### src/rtl/vga_if.sv
// vga_if: one VGA layer bundle (12-bit rgb plus 11-bit counters, sync and blank flags)
// Ports: none; modports in/slave sample a layer, out/master drive one.
interface vga_if;
  logic [10:0] vcount;
  logic [10:0] hcount;
  logic        vsync;
  logic        vblnk;
  logic        hsync;
  logic        hblnk;
  logic [11:0] rgb;
  modport in     (input  vcount, hcount, vsync, vblnk, hsync, hblnk, rgb);
  modport out    (output vcount, hcount, vsync, vblnk, hsync, hblnk, rgb);
  modport slave  (input  vcount, hcount, vsync, vblnk, hsync, hblnk, rgb);
  modport master (output vcount, hcount, vsync, vblnk, hsync, hblnk, rgb);
endinterface

### src/rtl/screen_sequencer.sv
// screen_sequencer: picks the menu/game/win layer for VGA output, switching only at frame boundaries
// Ports: clk, rst (async, active high); start_btn, p1_win, p2_win event pulses;
//   menu_in (also timing reference), game_in, fp_in, sp_in layers; vga_out registered layer;
//   scr_state current screen (0 MENU, 1 PLAY, 2 P1_WON, 3 P2_WON).
// Option: define SCREEN_BLINK_EN to blank the win screens every other BLINK_FRAMES frames.
module screen_sequencer #(
  parameter int WIN_FRAMES   = 180,
  parameter int BLINK_FRAMES = 15
) (
  input  logic       clk,
  input  logic       rst,
  input  logic       start_btn,
  input  logic       p1_win,
  input  logic       p2_win,
  vga_if.in          menu_in,
  vga_if.in          game_in,
  vga_if.in          fp_in,
  vga_if.in          sp_in,
  vga_if.out         vga_out,
  output logic [1:0] scr_state
);
  typedef enum logic [1:0] {MENU, PLAY, P1_WON, P2_WON} state_t;
  localparam logic [7:0] WIN_LAST = 8'(WIN_FRAMES - 1);
  state_t      state_q, state_d;
  logic        start_pend_q, start_pend_d;
  logic        win_pend_q, win_pend_d;
  logic        win_who_q, win_who_d;
  logic [7:0]  cnt_q, cnt_d;
  logic        vblnk_q;
  logic [25:0] tim_q, tim_d;
  logic [11:0] rgb_q, rgb_d;
  logic        fb;
  logic        dark;
  assign fb = menu_in.vblnk & ~vblnk_q;
  always_ff @(posedge clk or posedge rst) begin
    if (rst) begin
      state_q      <= MENU;
      start_pend_q <= 1'b0;
      win_pend_q   <= 1'b0;
      win_who_q    <= 1'b0;
      cnt_q        <= '0;
      vblnk_q      <= 1'b0;
      tim_q        <= '0;
      rgb_q        <= '0;
    end else begin
      state_q      <= state_d;
      start_pend_q <= start_pend_d;
      win_pend_q   <= win_pend_d;
      win_who_q    <= win_who_d;
      cnt_q        <= cnt_d;
      vblnk_q      <= menu_in.vblnk;
      tim_q        <= tim_d;
      rgb_q        <= rgb_d;
    end
  end
  always_comb begin
    state_d = state_q;
    cnt_d   = cnt_q;
    case (state_q)
      MENU: state_d = (fb && start_pend_q) ? PLAY : MENU;
      PLAY: if (fb && win_pend_q) begin
        state_d = win_who_q ? P2_WON : P1_WON;
        cnt_d   = '0;
      end
      default: if (fb) begin
        state_d = (cnt_q == WIN_LAST) ? MENU : state_q;
        cnt_d   = (cnt_q == WIN_LAST) ? '0 : cnt_q + 8'd1;
      end
    endcase
    // Pending flags only live while their state holds, so nothing stale survives a transition.
    start_pend_d = (state_q == MENU) && (state_d == MENU) && (start_pend_q || start_btn);
    win_pend_d   = (state_q == PLAY) && (state_d == PLAY) && (win_pend_q || p1_win || p2_win);
    win_who_d    = (state_q == PLAY && !win_pend_q && (p1_win || p2_win)) ? ~p1_win : win_who_q;
  end
`ifdef SCREEN_BLINK_EN
  localparam logic [7:0] BLINK_LAST = 8'(BLINK_FRAMES - 1);
  logic       blink_q, blink_d;
  logic [7:0] bcnt_q, bcnt_d;
  always_ff @(posedge clk or posedge rst) begin
    if (rst) begin
      blink_q <= 1'b0;
      bcnt_q  <= '0;
    end else begin
      blink_q <= blink_d;
      bcnt_q  <= bcnt_d;
    end
  end
  // Held at zero outside the win states so each win screen starts in the visible phase.
  always_comb begin
    bcnt_d  = !state_q[1] ? '0 : (fb ? ((bcnt_q == BLINK_LAST) ? '0 : bcnt_q + 8'd1) : bcnt_q);
    blink_d = state_q[1] && (blink_q ^ (fb && bcnt_q == BLINK_LAST));
  end
  assign dark = state_q[1] & blink_q;
`else
  assign dark = 1'b0;
`endif
  always_comb begin
    tim_d = {menu_in.vcount, menu_in.vsync, menu_in.vblnk, menu_in.hcount, menu_in.hsync, menu_in.hblnk};
    rgb_d = dark ? 12'h000 :
            (state_q == MENU)   ? menu_in.rgb :
            (state_q == PLAY)   ? game_in.rgb :
            (state_q == P1_WON) ? fp_in.rgb : sp_in.rgb;
  end
  assign {vga_out.vcount, vga_out.vsync, vga_out.vblnk, vga_out.hcount, vga_out.hsync, vga_out.hblnk} = tim_q;
  assign vga_out.rgb = rgb_q;
  assign scr_state   = state_q;
endmodule

### src/flat_wrapper.sv
// flat-port wrapper written by rule: the top's interface ports become plain ports
module screen_sequencer_flat 
#(
  parameter int WIN_FRAMES   = 180,
  parameter int BLINK_FRAMES = 15
)
  (clk, rst, start_btn, p1_win, p2_win, scr_state, menu_in_vcount, menu_in_hcount, menu_in_vsync, menu_in_vblnk, menu_in_hsync, menu_in_hblnk, menu_in_rgb, game_in_vcount, game_in_hcount, game_in_vsync, game_in_vblnk, game_in_hsync, game_in_hblnk, game_in_rgb, fp_in_vcount, fp_in_hcount, fp_in_vsync, fp_in_vblnk, fp_in_hsync, fp_in_hblnk, fp_in_rgb, sp_in_vcount, sp_in_hcount, sp_in_vsync, sp_in_vblnk, sp_in_hsync, sp_in_hblnk, sp_in_rgb, vga_out_vcount, vga_out_hcount, vga_out_vsync, vga_out_vblnk, vga_out_hsync, vga_out_hblnk, vga_out_rgb);
  vga_if menu_in_i ();
  vga_if game_in_i ();
  vga_if fp_in_i ();
  vga_if sp_in_i ();
  vga_if vga_out_i ();
  input  logic clk;
  input  logic rst;
  input  logic start_btn;
  input  logic p1_win;
  input  logic p2_win;
  output logic [1:0] scr_state;
  input wire logic [$bits(menu_in_i.vcount)-1:0] menu_in_vcount;
  input wire logic [$bits(menu_in_i.hcount)-1:0] menu_in_hcount;
  input wire logic [$bits(menu_in_i.vsync)-1:0] menu_in_vsync;
  input wire logic [$bits(menu_in_i.vblnk)-1:0] menu_in_vblnk;
  input wire logic [$bits(menu_in_i.hsync)-1:0] menu_in_hsync;
  input wire logic [$bits(menu_in_i.hblnk)-1:0] menu_in_hblnk;
  input wire logic [$bits(menu_in_i.rgb)-1:0] menu_in_rgb;
  input wire logic [$bits(game_in_i.vcount)-1:0] game_in_vcount;
  input wire logic [$bits(game_in_i.hcount)-1:0] game_in_hcount;
  input wire logic [$bits(game_in_i.vsync)-1:0] game_in_vsync;
  input wire logic [$bits(game_in_i.vblnk)-1:0] game_in_vblnk;
  input wire logic [$bits(game_in_i.hsync)-1:0] game_in_hsync;
  input wire logic [$bits(game_in_i.hblnk)-1:0] game_in_hblnk;
  input wire logic [$bits(game_in_i.rgb)-1:0] game_in_rgb;
  input wire logic [$bits(fp_in_i.vcount)-1:0] fp_in_vcount;
  input wire logic [$bits(fp_in_i.hcount)-1:0] fp_in_hcount;
  input wire logic [$bits(fp_in_i.vsync)-1:0] fp_in_vsync;
  input wire logic [$bits(fp_in_i.vblnk)-1:0] fp_in_vblnk;
  input wire logic [$bits(fp_in_i.hsync)-1:0] fp_in_hsync;
  input wire logic [$bits(fp_in_i.hblnk)-1:0] fp_in_hblnk;
  input wire logic [$bits(fp_in_i.rgb)-1:0] fp_in_rgb;
  input wire logic [$bits(sp_in_i.vcount)-1:0] sp_in_vcount;
  input wire logic [$bits(sp_in_i.hcount)-1:0] sp_in_hcount;
  input wire logic [$bits(sp_in_i.vsync)-1:0] sp_in_vsync;
  input wire logic [$bits(sp_in_i.vblnk)-1:0] sp_in_vblnk;
  input wire logic [$bits(sp_in_i.hsync)-1:0] sp_in_hsync;
  input wire logic [$bits(sp_in_i.hblnk)-1:0] sp_in_hblnk;
  input wire logic [$bits(sp_in_i.rgb)-1:0] sp_in_rgb;
  output wire logic [$bits(vga_out_i.vcount)-1:0] vga_out_vcount;
  output wire logic [$bits(vga_out_i.hcount)-1:0] vga_out_hcount;
  output wire logic [$bits(vga_out_i.vsync)-1:0] vga_out_vsync;
  output wire logic [$bits(vga_out_i.vblnk)-1:0] vga_out_vblnk;
  output wire logic [$bits(vga_out_i.hsync)-1:0] vga_out_hsync;
  output wire logic [$bits(vga_out_i.hblnk)-1:0] vga_out_hblnk;
  output wire logic [$bits(vga_out_i.rgb)-1:0] vga_out_rgb;
  assign menu_in_i.vcount = menu_in_vcount;
  assign menu_in_i.hcount = menu_in_hcount;
  assign menu_in_i.vsync = menu_in_vsync;
  assign menu_in_i.vblnk = menu_in_vblnk;
  assign menu_in_i.hsync = menu_in_hsync;
  assign menu_in_i.hblnk = menu_in_hblnk;
  assign menu_in_i.rgb = menu_in_rgb;
  assign game_in_i.vcount = game_in_vcount;
  assign game_in_i.hcount = game_in_hcount;
  assign game_in_i.vsync = game_in_vsync;
  assign game_in_i.vblnk = game_in_vblnk;
  assign game_in_i.hsync = game_in_hsync;
  assign game_in_i.hblnk = game_in_hblnk;
  assign game_in_i.rgb = game_in_rgb;
  assign fp_in_i.vcount = fp_in_vcount;
  assign fp_in_i.hcount = fp_in_hcount;
  assign fp_in_i.vsync = fp_in_vsync;
  assign fp_in_i.vblnk = fp_in_vblnk;
  assign fp_in_i.hsync = fp_in_hsync;
  assign fp_in_i.hblnk = fp_in_hblnk;
  assign fp_in_i.rgb = fp_in_rgb;
  assign sp_in_i.vcount = sp_in_vcount;
  assign sp_in_i.hcount = sp_in_hcount;
  assign sp_in_i.vsync = sp_in_vsync;
  assign sp_in_i.vblnk = sp_in_vblnk;
  assign sp_in_i.hsync = sp_in_hsync;
  assign sp_in_i.hblnk = sp_in_hblnk;
  assign sp_in_i.rgb = sp_in_rgb;
  assign vga_out_vcount = vga_out_i.vcount;
  assign vga_out_hcount = vga_out_i.hcount;
  assign vga_out_vsync = vga_out_i.vsync;
  assign vga_out_vblnk = vga_out_i.vblnk;
  assign vga_out_hsync = vga_out_i.hsync;
  assign vga_out_hblnk = vga_out_i.hblnk;
  assign vga_out_rgb = vga_out_i.rgb;
  screen_sequencer #(.WIN_FRAMES(WIN_FRAMES), .BLINK_FRAMES(BLINK_FRAMES)) u_core (.clk(clk), .rst(rst), .start_btn(start_btn), .p1_win(p1_win), .p2_win(p2_win), .menu_in(menu_in_i), .game_in(game_in_i), .fp_in(fp_in_i), .sp_in(sp_in_i), .vga_out(vga_out_i), .scr_state(scr_state));
endmodule
### config.mk
export PLATFORM = sky130hd
export DESIGN_NAME = screen_sequencer_flat
export DESIGN_NICKNAME = d
export VERILOG_FILES = /design/src/rtl/vga_if.sv /design/src/rtl/screen_sequencer.sv /design/src/flat_wrapper.sv
export SDC_FILE = /design/constraint.sdc
export NUM_CORES = 1
export LEC_CHECK = 0
export CAP_MARGIN = 20
export CORE_MARGIN = 5
export CORE_UTILIZATION = 30
export CTS_BUF_LIST = sky130_fd_sc_hd__clkbuf_4
export CTS_CLUSTER_SIZE = 25
export DETAILED_ROUTE_END_ITERATION = 12
export PLACE_DENSITY = 0.84
export SLEW_MARGIN = 0
export SYNTH_ARGS = -nofsm -noshare
export SYNTH_HDL_FRONTEND = slang
export SYNTH_SLANG_ARGS = --single-unit
### constraint.sdc
create_clock -name clk -period 1.75 [get_ports clk]
set_input_delay 0.2625 -clock clk [delete_from_list [all_inputs] [get_ports clk]]
set_output_delay 0.2625 -clock clk [all_outputs]
set_load 0.1 [all_outputs]
==> impl_metrics.py, run 1 <==
metrics = {
    "worst_setup_path": {
        "max_stage_delay_ns": 0.61,
        "crit_family": "flip-flops",
        "crit_path_cell_trace": "buf_12, buf_12",
        "crit_type": "register to output port",
        "critical_path_buf_inv_count": 2,
        "cpMostUsedCell": "buf_12",
        "r2r_setup_slack_ns": 0.16,
        "crit_path_top_delay_cell": "dfrtp_2",
        "cp-end-kind": "output port",
        "critPathLaunchType": "register",
        "r2r-end": "u_core.cnt_q[4]",
        "rr_startpoint": "u_core.cnt_q[0]",
        "timing.critical_path.from": "u_core.scr_state[0]",
        "cp-endpoint": "scr_state[0]",
        "arrival_ns": 1.32,
        "path_max_fanout": 11,
        "rr_worst_depth": 5,
        "cp_num_cells": 2,
        "cp.required_ns": 1.49,
    },
    "clock_network": {
        "cts_sinks": 51,
        "htree_levels": 2,
        "cts_resized": 0,
        "numCtsBuffers": 5,
        "cts_tree": "done",
        "clock_latency_ns": 0.36,
        "post_cts_buffers": 0,
        "clockBufferDepth": 2,
        "path_clk_slew_ns": 0.15,
        "clock-root-buffer": "clkbuf_4",
        "holdBufCountCts": 0,
    },
    "drt": {
        "detail_route.drc_violations": 0,
        "drt_first_pass_iters": 5,
        "routed_wl_microns": 5830,
        "drt_iter0_drc": 39,
        "antenna_left": 0,
        "wl_per_cell_microns": 17.7,
        "routed-via-count": 1559,
        "via_per_inst": 4.72,
    },
    "global_routing": {
        "antenna_found_initial": 0,
        "grt_pass1_wl_microns": 9380,
        "grt_pass1_vias": 1665,
        "grt_max_degree": 21,
        "grt-ovfl-total": 0,
        "grt_usage_pct": 14.6,
    },
    "flow_run": {
        "drv_cap": 0,
    },
    "run_status": {
        "status": "complete, no violations",
    },
    "timing": {
        "rsz0062_at_grt": "false",
        "timing.setup.tns_ns": 0,
        "hold_slack_ns": 0.230,
        "slew_viol_final": 0,
        "slew_headroom_pct": 68.0,
        "finClkSkew_ns": 0.00751,
        "tightest_slew_ns": 0.480,
        "setup_viol": 0,
        "hold_violations": 0,
        "period_minus_slack_ns": 1.59,
        "clock.fmax_mhz": 630,
        "period_share_pct": 90.6,
    },
    "synth": {
        "ys_ff_latch": 51,
        "postSynthAreaPerCell_sq_um": 15.7,
        "ys_seq_area_share_pct": 65.6,
        "ys.warnings.count": 0,
        "syn_inst": 124,
        "postSynthNetCount": 282,
        "synthArstFlopShare_pct": 100,
        "syn_area_sq_um": 1950,
        "ys_types": 34,
        "synth_edf_count": 0,
        "synth_ff_type": "dfrtp_1",
    },
    "placed_design": {
        "hpwl_microns": 4740,
        "numPortBuffers": 118,
        "gp_congestion": 0.792,
    },
    "floorplan": {
        "die_h_microns": 90.6,
        "die_area_sq_um": 8200,
        "core_sq_um": 6310,
        "die_w_microns": 90.6,
        "row_count": 29,
        "ios": 197,
        "start_util_pct": 30.8,
    },
    "layout": {
        "synthToLayoutAreaGrowth_pct": 72.2,
        "nets": 411,
        "layout-drive-gt1-share_pct": 29.2,
        "mostFrequentLayoutCell": "clkdlybuf4s50_1",
        "post-route-util_pct": 53.1,
        "final_cell_mix": "78 x clkdlybuf4s50_1, 48 x dfrtp_1, 39 x buf_4",
        "antenna_cells": 0,
    },
    "hold_path": {
        "hold_path_class": "input port to asynchronous set/reset pin",
    },
    "pwr": {
        "powerDensity_nw_per_um2": 1530,
        "p_leak_nw": 1.45,
        "irDropWorstVdd_v": 0.00160,
    },
}
## report_power, final
| group | total [mW] | switching (mW) | internal, mW |
|---|---|---|---|
| sequential | 1.70 | 0.266 | 1.44 |
| combinational | 2.78 | 1.85 | 0.924 |
| clock | 0.647 | 0.354 | 0.293 |
| total | 5.13 | 2.47 | 2.66 |
## final cells by class
class / count / area (sq um)
Fill cell: 519 / 2960
Tap cell: 77 / 96.3
Clock buffer: 5 / 37.5
Inverter: 1 / 3.75
Clock inverter: 2 / 37.5
Multi-Input combinational cell: 68 / 644
Sequential cell: 51 / 1280
Timing Repair Buffer: 126 / 1250
## worst min path at each step
stage               cells after the start               from               endpoint  slack, ns
floorplan                               0      menu_in_hblnk        u_core.tim_q[0]       0.29
global placement                        1  u_core.win_pend_q      u_core.win_pend_q       0.49
detailed placement                      1  u_core.win_pend_q      u_core.win_pend_q       0.51
CTS                                     2                rst  u_core.vga_out.rgb[2]       0.22
global route                            2                rst  u_core.vga_out.rgb[2]       0.25
finish                                  2                rst        u_core.tim_q[2]       0.23
## layer usage
metal | up-vias | track usage (%) | wire (microns)
met1 | 756 | 17.9 | 2180
li1 | 720 | - | -
met4 | 0 | 2.98 | 18
met3 | 2 | 5.50 | 604
met5 | - | 0 | 0
met2 | 81 | 24.5 | 3020
## worst register-to-register path, cell delays in order, from the launching register on
cell and delay [ns]:
dfrtp_1 0.47, ha_1 0.23, and3b_1 0.25, a21bo_1 0.23, a21o_1 0.17, a2bb2oi_1 0.17
## stage by stage
| step | instances | power, mW | instance area, sq um | worst slack [ns] |
|---|---|---|---|---|
| after floorplan | 124 | 3.63 | 1950 | 0.00151 |
| after global placement | 323 | 4.47 | 3280 | 0.0890 |
| after detailed placement | 323 | 4.53 | 3280 | 0.0725 |
| after CTS | 330 | 5.19 | 3350 | 0.114 |
| after global routing | 330 | 5.35 | 3350 | 0.0746 |
| final | 330 | 5.13 | 3350 | 0.164 |
## registers in the layout, summed over array words and instances, names as in the netlist
register,count
u_core.start_pend_q,1
u_core.win_pend_q,1
u_core.scr_state,2
u_core.win_who_q,1
u_core.cnt_q,8
u_core.vga_out.rgb,12
u_core.tim_q,26
## Yosys cell counts (2+ instances only)
library cell / number / area [sq um]
mux4_2: 12 / 270
nand2_1: 3 / 11.3
a22o_1: 3 / 26.3
nand3_1: 6 / 30.0
o21ai_0: 5 / 25.0
nor2b_1: 4 / 25.0
a21oi_1: 4 / 20.0
dfrtp_1: 51 / 1280
nand2b_1: 2 / 12.5
a41oi_1: 2 / 17.5
nor3_1: 2 / 10.0
and3_1: 2 / 12.5
buf_2: 3 / 15.0
a2bb2oi_1: 2 / 17.5
nor2_1: 4 / 15.0
## logic make-up after synthesis
kind of cell / count (synthesis) / share of synthesized area, %
buffers and inverters: 5 / 1.35
DFF: 51 / 65.6
adders and majority gates: 1 / 0.643
muxes: 13 / 14.5
and+or+nand+nor: 29 / 8.68
AOI/OAI and AO/OA: 25 / 9.32
Note: power is estimated with default switching activity, not from simulation.
==> inputs of run 2 (changes only) <==
--- a/config.mk
+++ b/config.mk
@@ -6,7 +6,6 @@
 export NUM_CORES = 1
 export LEC_CHECK = 0
 export CAP_MARGIN = 20
-export CORE_MARGIN = 5
 export CORE_UTILIZATION = 30
 export CTS_BUF_LIST = sky130_fd_sc_hd__clkbuf_4
 export CTS_CLUSTER_SIZE = 25
==> run 2 against run 1 <==
Combinational power about the same; largest power group unchanged; largest cell class is now buffers; first-iteration DRC count increased by 28%; fmax decreased by 0.80%; non-clock buffer count decreased by 1; via count increased by 0.32%; critical path type is now register to register.
==> impl_metrics.py, run 2 (synthesis results as in run 1) <==
metrics = {
    "timing": {
        "period_minus_slack_ns": 1.60,
        "rsz0062_at_grt": "false",
        "clock.fmax_mhz": 625,
        "slew_viol_final": 0,
        "slew_headroom_pct": 68.9,
        "setup_viol": 0,
        "finClkSkew_ns": 0.00885,
        "period_share_pct": 91.4,
        "fin_ws_ns": 0.151,
        "hold_violations": 0,
        "hold_slack_ns": 0.217,
        "tightest_slew_ns": 0.466,
        "timing.setup.tns_ns": 0,
    },
    "global_routing": {
        "grt-ovfl-total": 0,
        "grt_usage_pct": 16.4,
        "grt_pass1_vias": 1573,
        "grt_pass1_wl_microns": 8000,
        "antenna_found_initial": 0,
        "grt_max_degree": 22,
    },
    "pwr": {
        "power.switching_mw": 2.47,
        "p_leak_nw": 1.48,
        "sequentialPowerShare_pct": 32.1,
        "irDropWorstVdd_v": 0.00149,
        "total_power_mw": 5.09,
        "power.internal_mw": 2.62,
        "power_frac_clock_pct": 13.0,
        "power_frac_comb_pct": 55.0,
        "switching_share_pct": 48.5,
        "powerDensity_nw_per_um2": 1480,
    },
    "worst_setup_path": {
        "path_max_fanout": 6,
        "critical_path_buf_inv_count": 0,
        "cp-end-kind": "register",
        "crit_type": "register to register",
        "crit_path_cell_trace": "ha_1, and3b_1, a21bo_1, o21ai_0, a22o_1",
        "critPathLaunchType": "register",
        "cp.required_ns": 2.05,
        "arrival_ns": 1.90,
        "crit_path_top_delay_cell": "dfrtp_1",
        "max_stage_delay_ns": 0.47,
        "crit_family": "compound AO/OA/AOI/OAI gates",
    },
    "hold_path": {
        "hold_path_class": "input port to asynchronous set/reset pin",
    },
    "drt": {
        "wl_met1_microns": 2010,
        "antenna_left": 0,
        "wl_per_cell_microns": 17.7,
        "wl_met2_microns": 3110,
        "top_layer": "met4",
        "drt_iter0_drc": 50,
        "via_per_inst": 4.78,
        "met3_length_microns": 624,
        "routed-via-count": 1564,
        "routed_wl_microns": 5780,
        "detail_route.drc_violations": 0,
        "drt_first_pass_iters": 5,
    },
    "clock_network": {
        "clock_latency_ns": 0.36,
        "htree_levels": 2,
        "cts_sinks": 51,
        "clockBufferDepth": 2,
        "numCtsBuffers": 5,
        "clock-root-buffer": "clkbuf_4",
        "cts_tree": "done",
        "post_cts_buffers": 0,
        "cts_resized": 0,
        "path_clk_slew_ns": 0.15,
        "holdBufCountCts": 0,
    },
    "layout": {
        "antenna_cells": 0,
        "layout-drive-gt1-share_pct": 29.0,
        "largest_reg_flops": 26,
        "nFillCells": 502,
        "synthToLayoutAreaGrowth_pct": 76.2,
        "nets": 410,
        "mostFrequentLayoutCell": "clkdlybuf4s50_1",
        "post-route-util_pct": 56.3,
        "final_cell_mix": "78 x clkdlybuf4s50_1, 48 x dfrtp_1, 31 x buf_4",
        "regMostFlops": "u_core.tim_q",
    },
    "placed_design": {
        "hpwl_microns": 4600,
        "numPortBuffers": 118,
        "place_ws_ns": 0.0191,
        "gp_congestion": 0.843,
    },
    "floorplan": {
        "die_area_sq_um": 6820,
        "die_h_microns": 82.6,
        "start_util_pct": 31.9,
        "core_sq_um": 6100,
        "ios": 197,
        "row_count": 28,
        "die_w_microns": 82.6,
    },
    "flow_run": {
        "drv_cap": 0,
    },
    "run_status": {
        "status": "complete, no violations",
    },
}
-- run 2: changes by cell type in the layout (fill, tap and decap cells not counted), sizes merged --
cell,previous run,this run
buf,48,47
-- run 2: layer usage --
| layer | global-route usage (%) | up-vias |
|---|---|---|
| met1 | 17.0 | 761 |
| met4 | 4.31 | 0 |
| met3 | 5.60 | 4 |
| met5 | 0 | - |
| li1 | - | 722 |
| met2 | 31.2 | 77 |
-- run 2: worst paths after layout --
path / startpoint / end / slack [ns] / depth (start not counted)
setup / recovery: u_core.cnt_q[0] / u_core.cnt_q[5] / 0.15 / 5
min in group clk: menu_in_hcount[8] / u_core.tim_q[10] / 0.32 / 1
hold reg to reg: u_core.win_pend_q / u_core.win_pend_q / 0.52 / 1
hold / removal: rst / u_core.tim_q[20] / 0.22 / 2
max in group asynchronous: rst / u_core.tim_q[6] / 1.01 / 3
setup reg to reg: u_core.cnt_q[0] / u_core.cnt_q[5] / 0.15 / 5
-- run 2: final cells by class --
type / count / area [sq um] / area share [%]
Clock inverter: 2 / 37.5 / 1.09
Timing Repair Buffer: 125 / 1330 / 38.9
Sequential cell: 51 / 1280 / 37.3
Multi-Input combinational cell: 68 / 644 / 18.8
Tap cell: 75 / 93.8 / 2.74
Clock buffer: 5 / 37.5 / 1.09
Inverter: 1 / 3.75 / 0.109
-- run 2: stage by stage --
step	cell area, sq um	cells
CTS	3430	327
finish	3430	327
floorplan	1950	124
global placement	3360	320
detailed placement	3360	320
global route	3430	327
-- run 2: power by group through the flow --
stage | Sequential [mW] | Combinational [mW] | Clock (mW)
2_1_floorplan | 3.02 | 0.619 | 0
3_3_place_gp | 1.65 | 2.78 | 0
3_5_place_dp | 1.66 | 2.81 | 0
4_1_cts | 1.63 | 2.82 | 0.691
5_1_grt | 1.67 | 2.90 | 0.733
6_report | 1.63 | 2.80 | 0.660
==> RTL edit 1: new RTL, config.mk and constraints of run 2 <==
`rgb_q` no longer has a reset.
--- a/src/rtl/screen_sequencer.sv
+++ b/src/rtl/screen_sequencer.sv
@@ -42,5 +42,4 @@
       vblnk_q      <= 1'b0;
       tim_q        <= '0;
-      rgb_q        <= '0;
     end else begin
       state_q      <= state_d;
@@ -51,6 +50,9 @@
       vblnk_q      <= menu_in.vblnk;
       tim_q        <= tim_d;
-      rgb_q        <= rgb_d;
     end
+  end
+
+  always_ff @(posedge clk) begin
+    rgb_q <= rgb_d;
   end
   always_comb begin
Formal check against the unedited RTL: not equivalent (a bounded check fails within 4 cycles, from zero or initial values and one cycle with rst high).
==> RTL edit 1 against run 2 <==
Worst setup slack got worse by 0.052 ns; sequential share of layout area up 0.12 points; final area shrank 4.8%; final cell count rose by 0.31%; count of clock-buffer cells in the layout stayed put; register-to-register slack gained 0.03 ns; power rose by 1.6%; core utilization shrank 1.8 points; area after synthesis fell by 3.1%; worst hold slack improved by 0.022 ns; sequential cell count unchanged; wire length fell by 16%.
==> RTL edit 1: results <==
worst_setup_path:
  arrival_ns: 1.39
  reg2reg_from: "u_core.cnt_q[0]"
  crit_start: "u_core.scr_state[1]"
  cp_max_fo: 15
  critPathTopFamily: "flip-flops"
  max_stage_delay_ns: 0.59
route:
  first_pass_iters: 4
  wl_met3_um: 502
  route.met2.wl_um: 2550
  drt_iter0_drc: 37
  routed_via_density: 4.72
  drt_wl_total_um: 4860
  wirelength_met1_um: 1750
layout:
  stdcell_count: 328
  multi_input_area_share_pct: 19.7
  drive_gt1_share_pct: 28.9
  buf_share_pct: 36.6
  seq_area_share_pct: 37.4
  fill_cells: 480
  clock_area_share_pct: 3.22
  fin_util_pct: 54.5
global_route:
  grt_use_met3_pct: 4.38
  groute.usage.overall_pct: 14.4
  grt_start_max_net_pins: 40
  grt_pass1_vias: 1456
  grtUsageMet2_pct: 25.4
  grt_pass1_wl_um: 7020
  use_met1_pct: 16.3
yosys:
  avgSynthCellArea_um2: 15.2
  synth.area.top_cells: "dfrtp_1 (52%), mux4_2 (14%), dfxtp_1 (13%)"
  async_flop_share_pct: 76.5
  synth_cell_types: 35
  synthTopCellsByCount: "dfrtp_1 (39), dfxtp_1 (12), mux4_2 (12)"
  ys_seq_area_share_pct: 64.5
status:
  status: "finished clean"
placement:
  dp_hpwl_um: 3810
  pre_cts_slack_ns: 0.0758
  gp_congestion: 0.890
  dpl_cell_area_um2: 3160
power:
  peakVddDrop_uv: 1320
  clock_power_share_pct: 15.7
  intPower_w: 0.00275
timing:
  tightest_slew_ns: 0.420
  worst_hold_slack_ns: 0.239
## RTL edit 1: kinds of logic after synthesis
logic type / Yosys count / synth area share, %
AND/OR/NAND/NOR: 29 / 8.95
flip-flops: 51 / 64.5
adder cells (fa/ha/maj): 1 / 0.663
multiplexers: 13 / 14.9
buffers and inverters: 5 / 1.39
AO/OA/AOI/OAI: 25 / 9.62
## RTL edit 1: tightest hold or removal path, stage by stage
cell             delay, ns
clkdlybuf4s50_1       0.40
inv_1                 0.10
buf_12                0.23
## RTL edit 1: worst max path at each step
| stage | to | slack, ns |
|---|---|---|
| after floorplan | u_core.vga_out.rgb[10] | 0.05 |
| after global placement | u_core.cnt_q[0] | 0.09 |
| after detailed placement | u_core.cnt_q[7] | 0.08 |
| after CTS | scr_state[1] | 0.07 |
| after global routing | scr_state[1] | 0.001 |
| final | scr_state[1] | 0.1 |
==> RTL edit 2: new RTL, config.mk and constraints of run 2 <==
Made on the original files. The option `SCREEN_BLINK_EN` is turned on by a define.
--- a/src/rtl/screen_sequencer.sv
+++ b/src/rtl/screen_sequencer.sv
@@ -4,4 +4,6 @@
 //   scr_state current screen (0 MENU, 1 PLAY, 2 P1_WON, 3 P2_WON).
 // Option: define SCREEN_BLINK_EN to blank the win screens every other BLINK_FRAMES frames.
+`define SCREEN_BLINK_EN
+
 module screen_sequencer #(
   parameter int WIN_FRAMES   = 180,
Formal check against the unedited RTL: same outputs for any inputs over 10 cycles, from zero or initial values and one cycle with rst high; that may be too few to reach the edited logic, so the function may still have changed.
==> RTL edit 2 against run 2 <==
Combinational power down 4%; critical endpoint is now u_core.bcnt_q[0]; worst setup slack worse by 0.087 ns; final area up 22%; wire length up 12%; sequential cell count up 9; area after synthesis up 28%; highest routed layer unchanged; clock skew about the same; power up 8.3%.
==> RTL edit 2: results <==
status:
  status: "finished clean"
yosys:
  ys_warn_count: 0
  synth_cell_types: 32
  ys_seq_area_share_pct: 60.3
  synth_compound_area_share_pct: 5.08
  syn_nets: 348
  synth_fa_ha_area_share_pct: 1.51
  synth.area.top_cells: "dfrtp_1 (60%), mux4_2 (11%), xnor2_1 (4.2%)"
  synth.area.mux_share_pct: 10.9
  synthTopCellsByCount: "dfrtp_1 (60), nor2_1 (15), nor2b_1 (13)"
  synth_top_area_share_pct: 60.3
  synthCells: 188
  synth_xor_area_share_pct: 4.57
worst_setup_path:
  reg2reg_from: "u_core.bcnt_q[0]"
  critPathTopFamily: "simple AND/OR/NAND/NOR gates"
  crit_slowest_cell: "or4b_4"
  rr_endpoint: "u_core.bcnt_q[0]"
  reg2reg_depth: 6
  max_stage_delay_ns: 0.49
  arrival_ns: 1.97
  r2r_slack_ns: 0.06
  cp_max_fo: 7
placement:
  dp_hpwl_um: 5170
  gp_congestion: 0.772
  post-place-cells: 413
  dpl_cell_area_um2: 4040
clock_network:
  post_cts_buffers: 0
  numCtsBuffers: 9
  htreeDepth: 3
  clk_pin_slew_ns: 0.11
  clockBufferDepth: 2
  clkLatencyLatePin_ns: 0.40
power:
  peakVddDrop_uv: 655
  p_leak_nw: 1.79
  powerClk_w: 0.000978
  seq_power_share_pct: 33.3
  p_sw_share_pct: 44.5
global_route:
  grt_pass1_wl_um: 10300
  grt_start_max_net_pins: 26
  groute.usage.overall_pct: 15.9
  grt_pass1_vias: 2095
timing:
  fin_skew_ns: 0.00902
  tightest_slew_ns: 0.485
  worst_hold_slack_ns: 0.166
route:
  drt_iter0_drc: 102
  drt_wl_total_um: 6480
  routedWlPerCell_um: 15.1
  vias: 1997
layout:
  nets: 482
  drive_gt1_share_pct: 28.1
RTL edit 2: changes by cell type after synthesis, moves of 3 or more:
cell      before  now
nor2_1         4   15
a21oi_1        4    8
nand2_1        3   10
a22o_1         3    0
dfrtp_1       51   60
o21ai_0        5    2
inv_1          1    4
a211oi_1       1    5
xnor2_1        0   12
clkbuf_1       0    3
nor2b_1        4   13
RTL edit 2: how the worst max path moves through the flow:
stage,startpoint,to,cells past startpoint
2_1_floorplan,rst,u_core.scr_state[0],1
3_3_place_gp,menu_in_vblnk,u_core.cnt_q[5],6
3_5_place_dp,menu_in_vblnk,u_core.cnt_q[5],6
4_1_cts,u_core.bcnt_q[0],u_core.bcnt_q[1],6
5_1_grt,u_core.bcnt_q[0],u_core.bcnt_q[7],6
6_report,u_core.bcnt_q[0],u_core.bcnt_q[0],6
RTL edit 2: cell type report:
class | instances | area (um2)
fillers | 630 | 3690
flip-flops and latches | 60 | 1510
repair buffers | 131 | 1450
multi-input cells | 116 | 952
well taps | 102 | 128
clock inverters | 7 | 75.1
clock buffers | 9 | 67.6
inverters | 4 | 15.0
RTL edit 2: worst reg2reg max path: cells and delay by family (launching register included):
kind	cells	cell delay, ns
AND/OR/NAND/NOR	3	0.90
flip-flops	1	0.41
adder cells (fa/ha/maj)	1	0.15
AO/OA/AOI/OAI	1	0.06
buffers and inverters	1	0.07
RTL edit 2: through the flow:
step / setup WS [ns] / power [W]
floorplan: -0.129 / 0.00365
global placement: 0.0124 / 0.00449
detailed placement: -0.0301 / 0.00456
CTS: 0.0149 / 0.00556
global route: -0.00248 / 0.00579
finish: 0.0636 / 0.00552
RTL edit 2: metal layers:
metal,routed length (um),global-route usage (%),vias up
met5,0,0,-
met4,92,7.05,0
met3,576,5.45,8
met2,3260,26.9,91
met1,2540,18.1,972
li1,-,-,926
